<file path="src/rtl/udma_i2s_pkg.sv">
// Shared types for the uDMA I2S receive path: arbitration modes and source-ID width.
package udma_i2s_pkg;

  typedef enum logic [1:0] {
    SRC0_ONLY  = 2'b00,
    SRC1_ONLY  = 2'b01,
    INTERLEAVE = 2'b10,
    RR         = 2'b11
  } rx_arb_mode_e;

  localparam int unsigned SRC_ID_W = 1;

endpackage

</file>
<file path="src/rtl/udma_i2s_sync_fifo.sv">
// Single-clock FIFO with extra-MSB pointers; synchronous clear beats push and pop.
module udma_i2s_sync_fifo #(
  parameter int unsigned DATA_WIDTH = 32,
  parameter int unsigned FIFO_DEPTH = 4
) (
  input  logic                  clk_i,
  input  logic                  rst_i,
  input  logic                  clr_i,
  input  logic                  push_i,
  input  logic [DATA_WIDTH-1:0] data_i,
  input  logic                  pop_i,
  output logic [DATA_WIDTH-1:0] data_c_o,
  output logic                  full_c_o,
  output logic                  empty_c_o
);

  localparam int unsigned AW = $clog2(FIFO_DEPTH);
  localparam int unsigned PW = AW + 1;

  logic [DATA_WIDTH-1:0] mem_q [FIFO_DEPTH];
  logic [PW-1:0]         wptr_q, wptr_d;
  logic [PW-1:0]         rptr_q, rptr_d;
  logic                  do_push, do_pop;

  assign full_c_o  = (wptr_q[AW] != rptr_q[AW]) && (wptr_q[AW-1:0] == rptr_q[AW-1:0]);
  assign empty_c_o = (wptr_q == rptr_q);
  assign data_c_o  = mem_q[rptr_q[AW-1:0]];

  assign do_push = push_i && !full_c_o && !clr_i;
  assign do_pop  = pop_i && !empty_c_o && !clr_i;

  always_comb begin
    wptr_d = wptr_q;
    rptr_d = rptr_q;
    if (do_push) wptr_d = wptr_q + PW'(1);
    if (do_pop)  rptr_d = rptr_q + PW'(1);
    if (clr_i) begin
      wptr_d = '0;
      rptr_d = '0;
    end
  end

  always_ff @(posedge clk_i) begin
    if (rst_i) begin
      wptr_q <= '0;
      rptr_q <= '0;
    end else begin
      wptr_q <= wptr_d;
      rptr_q <= rptr_d;
    end
  end

  // Storage needs no reset: reads are only meaningful when not empty.
  always_ff @(posedge clk_i) begin
    if (do_push) mem_q[wptr_q[AW-1:0]] <= data_i;
  end

endmodule

</file>
<file path="src/rtl/udma_i2s_rx_arb.sv">
// Merges the two I2S RX word streams onto the uDMA RX port with per-source buffering.
// Optional drop counters are built when UDMA_I2S_RX_DROP_CNT_EN is defined.
module udma_i2s_rx_arb
  import udma_i2s_pkg::*;
#(
  parameter int unsigned DATA_WIDTH = 32,
  parameter int unsigned FIFO_DEPTH = 4
`ifdef UDMA_I2S_RX_DROP_CNT_EN
  , parameter int unsigned CNT_WIDTH = 16
`endif
) (
  input  logic                  clk_i,
  input  logic                  rst_i,
  input  logic                  cfg_en_i,
  input  logic [1:0]            cfg_mode_i,
  input  logic                  cfg_clr_i,
  input  logic [DATA_WIDTH-1:0] src0_data_i,
  input  logic                  src0_valid_i,
  input  logic [DATA_WIDTH-1:0] src1_data_i,
  input  logic                  src1_valid_i,
  output logic [DATA_WIDTH-1:0] data_rx_o,
  output logic                  data_rx_valid_o,
  input  logic                  data_rx_ready_i,
  output logic [SRC_ID_W-1:0]   data_rx_src_o,
  output logic [1:0]            overflow_o
`ifdef UDMA_I2S_RX_DROP_CNT_EN
  , output logic [CNT_WIDTH-1:0] drop_cnt0_o
  , output logic [CNT_WIDTH-1:0] drop_cnt1_o
`endif
);

  rx_arb_mode_e          mode;
  logic                  admit0, admit1, want0, want1;
  logic                  push0, push1, drop0, drop1;
  logic                  full0, full1, empty0, empty1;
  logic [DATA_WIDTH-1:0] fdata0, fdata1;
  logic                  sel_valid, sel_src, can_load, load;
  logic                  pop0, pop1;

  logic [DATA_WIDTH-1:0] data_q, data_d;
  logic                  valid_q, valid_d;
  logic [SRC_ID_W-1:0]   src_q, src_d;
  logic                  ptr_q, ptr_d;
  logic [1:0]            ovf_q, ovf_d;

  assign mode   = rx_arb_mode_e'(cfg_mode_i);
  assign admit0 = (mode == SRC0_ONLY) || cfg_mode_i[1];
  assign admit1 = (mode == SRC1_ONLY) || cfg_mode_i[1];
  assign want0  = src0_valid_i && cfg_en_i && admit0 && !cfg_clr_i;
  assign want1  = src1_valid_i && cfg_en_i && admit1 && !cfg_clr_i;
  assign push0  = want0 && !full0;
  assign push1  = want1 && !full1;
  assign drop0  = want0 && full0;
  assign drop1  = want1 && full1;

  udma_i2s_sync_fifo #(.DATA_WIDTH(DATA_WIDTH), .FIFO_DEPTH(FIFO_DEPTH)) u_fifo0 (
    .clk_i     (clk_i),
    .rst_i     (rst_i),
    .clr_i     (cfg_clr_i),
    .push_i    (push0),
    .data_i    (src0_data_i),
    .pop_i     (pop0),
    .data_c_o  (fdata0),
    .full_c_o  (full0),
    .empty_c_o (empty0)
  );

  udma_i2s_sync_fifo #(.DATA_WIDTH(DATA_WIDTH), .FIFO_DEPTH(FIFO_DEPTH)) u_fifo1 (
    .clk_i     (clk_i),
    .rst_i     (rst_i),
    .clr_i     (cfg_clr_i),
    .push_i    (push1),
    .data_i    (src1_data_i),
    .pop_i     (pop1),
    .data_c_o  (fdata1),
    .full_c_o  (full1),
    .empty_c_o (empty1)
  );

  // Source selection; ptr_q is the next expected (INTERLEAVE) or preferred (RR) source.
  always_comb begin
    sel_valid = 1'b0;
    sel_src   = 1'b0;
    case (mode)
      SRC0_ONLY: begin
        sel_valid = !empty0;
        sel_src   = 1'b0;
      end
      SRC1_ONLY: begin
        sel_valid = !empty1;
        sel_src   = 1'b1;
      end
      INTERLEAVE: begin
        if (cfg_en_i) begin
          sel_src   = ptr_q;
          sel_valid = ptr_q ? !empty1 : !empty0;
        end else begin
          // Disabled: pointer is parked at 0, so drain leftovers work-conserving.
          sel_src   = empty0;
          sel_valid = !(empty0 && empty1);
        end
      end
      default: begin
        sel_src   = (ptr_q ? !empty1 : !empty0) ? ptr_q : !ptr_q;
        sel_valid = !(empty0 && empty1);
      end
    endcase
  end

  assign can_load = !valid_q || data_rx_ready_i;
  assign load     = can_load && sel_valid && !cfg_clr_i;
  assign pop0     = load && !sel_src;
  assign pop1     = load && sel_src;

  always_comb begin
    data_d  = data_q;
    valid_d = valid_q;
    src_d   = src_q;
    ptr_d   = ptr_q;
    ovf_d   = {drop1, drop0};
    if (can_load) begin
      valid_d = sel_valid;
      if (sel_valid) begin
        data_d = sel_src ? fdata1 : fdata0;
        src_d  = SRC_ID_W'(sel_src);
        ptr_d  = !sel_src;
      end
    end
    if (!cfg_en_i) ptr_d = 1'b0;
    if (cfg_clr_i) begin
      valid_d = 1'b0;
      ptr_d   = 1'b0;
      ovf_d   = 2'b00;
    end
  end

  always_ff @(posedge clk_i) begin
    if (rst_i) begin
      data_q  <= '0;
      valid_q <= 1'b0;
      src_q   <= '0;
      ptr_q   <= 1'b0;
      ovf_q   <= 2'b00;
    end else begin
      data_q  <= data_d;
      valid_q <= valid_d;
      src_q   <= src_d;
      ptr_q   <= ptr_d;
      ovf_q   <= ovf_d;
    end
  end

  assign data_rx_o       = data_q;
  assign data_rx_valid_o = valid_q;
  assign data_rx_src_o   = src_q;
  assign overflow_o      = ovf_q;

`ifdef UDMA_I2S_RX_DROP_CNT_EN
  logic [CNT_WIDTH-1:0] cnt0_q, cnt0_d, cnt1_q, cnt1_d;

  // Saturating drop counters.
  always_comb begin
    cnt0_d = cnt0_q;
    cnt1_d = cnt1_q;
    if (drop0 && (cnt0_q != '1)) cnt0_d = cnt0_q + CNT_WIDTH'(1);
    if (drop1 && (cnt1_q != '1)) cnt1_d = cnt1_q + CNT_WIDTH'(1);
    if (cfg_clr_i) begin
      cnt0_d = '0;
      cnt1_d = '0;
    end
  end

  always_ff @(posedge clk_i) begin
    if (rst_i) begin
      cnt0_q <= '0;
      cnt1_q <= '0;
    end else begin
      cnt0_q <= cnt0_d;
      cnt1_q <= cnt1_d;
    end
  end

  assign drop_cnt0_o = cnt0_q;
  assign drop_cnt1_o = cnt1_q;
`endif

endmodule

</file>
<file path="config.mk">
export PLATFORM = sky130hd
export DESIGN_NAME = udma_i2s_rx_arb
export DESIGN_NICKNAME = d
export VERILOG_FILES = /design/src/rtl/udma_i2s_pkg.sv /design/src/rtl/udma_i2s_sync_fifo.sv /design/src/rtl/udma_i2s_rx_arb.sv
export SDC_FILE = /design/constraint.sdc
export NUM_CORES = 1
export LEC_CHECK = 0
export CORE_MARGIN = 1.5
export CORE_UTILIZATION = 47
export CTS_CLUSTER_DIAMETER = 30
export DETAILED_ROUTE_END_ITERATION = 10
export GPL_ROUTABILITY_DRIVEN = 0
export GPL_TIMING_DRIVEN = 1
export MAX_ROUTING_LAYER = met4
export PLACE_DENSITY = 0.7
export RECOVER_POWER = 25
export SYNTH_ARGS = -nofsm -noshare
export SYNTH_HDL_FRONTEND = slang
export SYNTH_HIERARCHICAL = 1
export SYNTH_SLANG_ARGS = --single-unit
export TNS_END_PERCENT = 10
</file>
<file path="constraint.sdc">
create_clock -name clk_i -period 8.3 [get_ports clk_i]
set_clock_uncertainty 0.15 [all_clocks]
set_input_delay 1.66 -clock clk_i [delete_from_list [all_inputs] [get_ports clk_i]]
set_output_delay 1.66 -clock clk_i [all_outputs]
set_load 0.05 [all_outputs]
</file>
==> flow_summary.toml <==
[worst_setup_path]
slowest_delay_ns = 0.88
worstPathCellList = "clkdlybuf4s50_1 > o21ai_1 > mux2_2 > nor4_1 > nor4b_1 > o21ai_0 > o211ai_1"
slowest_stage = "nor4_1"
crit_path_end_kind = "flip-flop"
required_ns = 8.61
start_kind = "primary input"
worstPathMaxFanout = 33
cp.arrival_ns = 4.60
critPathKind = "primary input to flip-flop"

[routing]
wirelength_um = 26500
ant_nets = 0
drtIter0Drc = 656
firstDrtPassIters = 5
drc_errors = 0
vias = 7170
wl_per_cell_um = 21.8
via_per_inst = 5.90

[power_and_ir_drop]
ir_worst_vdd_mv = 0.185
power_density_nw_per_um2 = 253
p_leak_nw = 4.97
power_mw = 3.96

[cts]
h-tree-depth = 2
cts.path.max_buffers = 3
cts.repair.resized = 0
cts_tree = "built"
postCtsSetupRepairBufs = 0
root_buffer = "clkbuf_16"
clkTransAtPathRegs_ns = 0.05
cts.sinks = 309
ctsHoldBuffers = 0
numCtsBuffers = 56
clock_latency_ns = 0.55

[run]
drv_cap = 0

[floorplanning]
placementRows = 59
die_h_um = 166
initial_core_util_pct = 47.8
core-area_sq_um = 26100
die_x_um = 166
die-area_sq_um = 27500
io_pins = 109

[yosys]
yosys-top-cells-count = "256 x edfxtp_1, 64 x mux4_2, 53 x dfxtp_1, 42 x a21oi_1, 41 x nand3_1"
ys_async_sr_fraction_pct = 0
syn_nets = 786
synth.most_common_cell = "edfxtp_1"
synthFlopType = "edfxtp_1"
synthCells = 703
synth.area.top_cells = "edfxtp_1 62%, mux4_2 12%, dfxtp_1 8.5%, a311oi_2 3.6%, a21oi_1 1.7%"
syn_area_per_cell_sq_um = 17.7
ys_seq_area_share_pct = 70.2
syn_area_sq_um = 12500
synth_top_area_share_pct = 61.7
yosysWarnings = 6
yosysTopAreaCell = "edfxtp_1"
synth.distinct_cells = 46
synth_seq_cells = 309
synth-edff-count = 256

[sta]
fin_crit_sh_pct = 51.6
rsz0062_at_grt = "no"
hold_viol = 0
fin_setup_tns_ns = 0
min_period_ns = 4.28
setup-violations-final = 0
max_slew_margin_pct = 20.8
max_freq_mhz = 233
tightest_slew_ns = 1.19
report.final.slew_viol_count = 0

[placement]
dp_hpwl_um = 16700
port_buffers = 108

[grt]
grt_pass1_wl_um = 41300
overflow = 0
antenna_found_initial = 0
grt_start_max_net_pins = 47
grt.total_usage_pct = 20.0
grt_pass1_vias = 7262

[final_layout]
antenna_cells = 0
drive_gt1_share_pct = 24.5
synthToLayoutAreaGrowth_pct = 25.6
fin_nets = 917

[hold_path]
hp-class = "flip-flop to flip-flop"

[outcome]
status = "finished, final reports clean"
[worst paths after layout]
path | from | end | slack, ns | cells after the start
worst min-delay path | data_rx_valid_o$_SDFFE_PP0P_ | data_rx_valid_o$_SDFFE_PP0P_ | 0.39 | 2
worst min register to register | data_rx_valid_o$_SDFFE_PP0P_ | data_rx_valid_o$_SDFFE_PP0P_ | 0.39 | 2
worst max register to register | u_fifo0/wptr_q[0]$_SDFFE_PP0P_ | u_fifo1/rptr_q[0]$_SDFFE_PP0P_ | 4.25 | 9
worst max-delay path | cfg_en_i | u_fifo1/rptr_q[0]$_SDFFE_PP0P_ | 4.02 | 7
[registers in the layout (all words and copies together), names as in the netlist, named ones only]
name	flops
data_rx_o	32
data_rx_src_o	1
data_rx_valid_o	1
overflow_o	2
ptr_q	1
u_fifo0/mem_q	128
u_fifo0/rptr_q	3
u_fifo0/wptr_q	3
u_fifo1/mem_q	128
u_fifo1/rptr_q	3
u_fifo1/wptr_q	3
[kinds of logic (layout without fill, tap and decap cells)]
logic type               Yosys count  after routing  synth area share (%)
buffers and inverters             54            231                  2.21
AO/OA/AOI/OAI                    143            143                  8.90
adder cells (fa/ha/maj)           10             10                  1.00
multiplexers                      67             67                  11.9
XOR/XNOR                          12             12                 0.844
flip-flops                       309            309                  70.2
AND/OR/NAND/NOR                  108            108                  4.95
[cell usage in the layout (no fill, tap or decap), types with 5 or more instances in the layout]
master	n
and3_1	11
ha_1	10
nor4b_1	8
a311oi_2	30
o211ai_1	12
clkinvlp_4	13
nand3_1	41
nand2b_1	7
nand4_1	5
edfxtp_1	256
clkinv_1	6
nand2_1	14
clkdlybuf4s50_1	68
clkbuf_16	56
inv_6	5
clkinv_2	6
dfxtp_1	49
mux4_2	64
dlygate4sd3_1	39
a21oi_1	41
nor2_1	7
o21ai_0	37
xnor2_1	6
xor2_1	6
clkinv_4	10
inv_1	7
buf_4	12
a31oi_1	8
[worst max-delay path, delay by kind of cell]
family | cells | cell delay (ns)
multiplexers | 1 | 0.50
buffers and inverters | 1 | 0.61
AO/OA/AOI/OAI | 3 | 0.49
AND/OR/NAND/NOR | 2 | 1.33
[power by group]
part | switching, mW | internal, mW | leakage, nW | total [mW]
Sequential | 0.00643 | 1.69 | 2.73 | 1.70
Clock | 0.764 | 1.37 | 0.856 | 2.13
Combinational | 0.0805 | 0.0532 | 1.38 | 0.134
Total | 0.851 | 3.11 | 4.97 | 3.96
[per-layer routing]
layer | wire length, um | global-route usage, %
met4 | 461 | 5.41
met3 | 1670 | 4.34
met2 | 13300 | 32.1
met1 | 11000 | 26.0
met5 | 0 | -
[metrics by stage]
stage	worst slack, ns	std cells	instance area (sq um)	utilization [%]	hold slack (ns)
3_3_place_gp	3.75	1111	13800	53.0	0.353
4_1_cts	4.12	1215	15600	60.0	0.384
5_1_grt	3.81	1215	15600	60.0	0.419
3_5_place_dp	3.56	1111	13800	53.0	0.376
6_report	4.02	1215	15600	60.0	0.388
2_1_floorplan	4.41	703	12500	-	0.344
[area by class of cell]
cell class / instances / area [sq um]
well taps: 335 / 419
fillers: 1869 / 10400
flip-flops and latches: 309 / 8750
repair buffers: 120 / 1170
inverters: 7 / 26.3
multi-input cells: 340 / 3440
clock inverters: 45 / 418
clock buffers: 59 / 1410
Power figures use the tool's default switching activity.
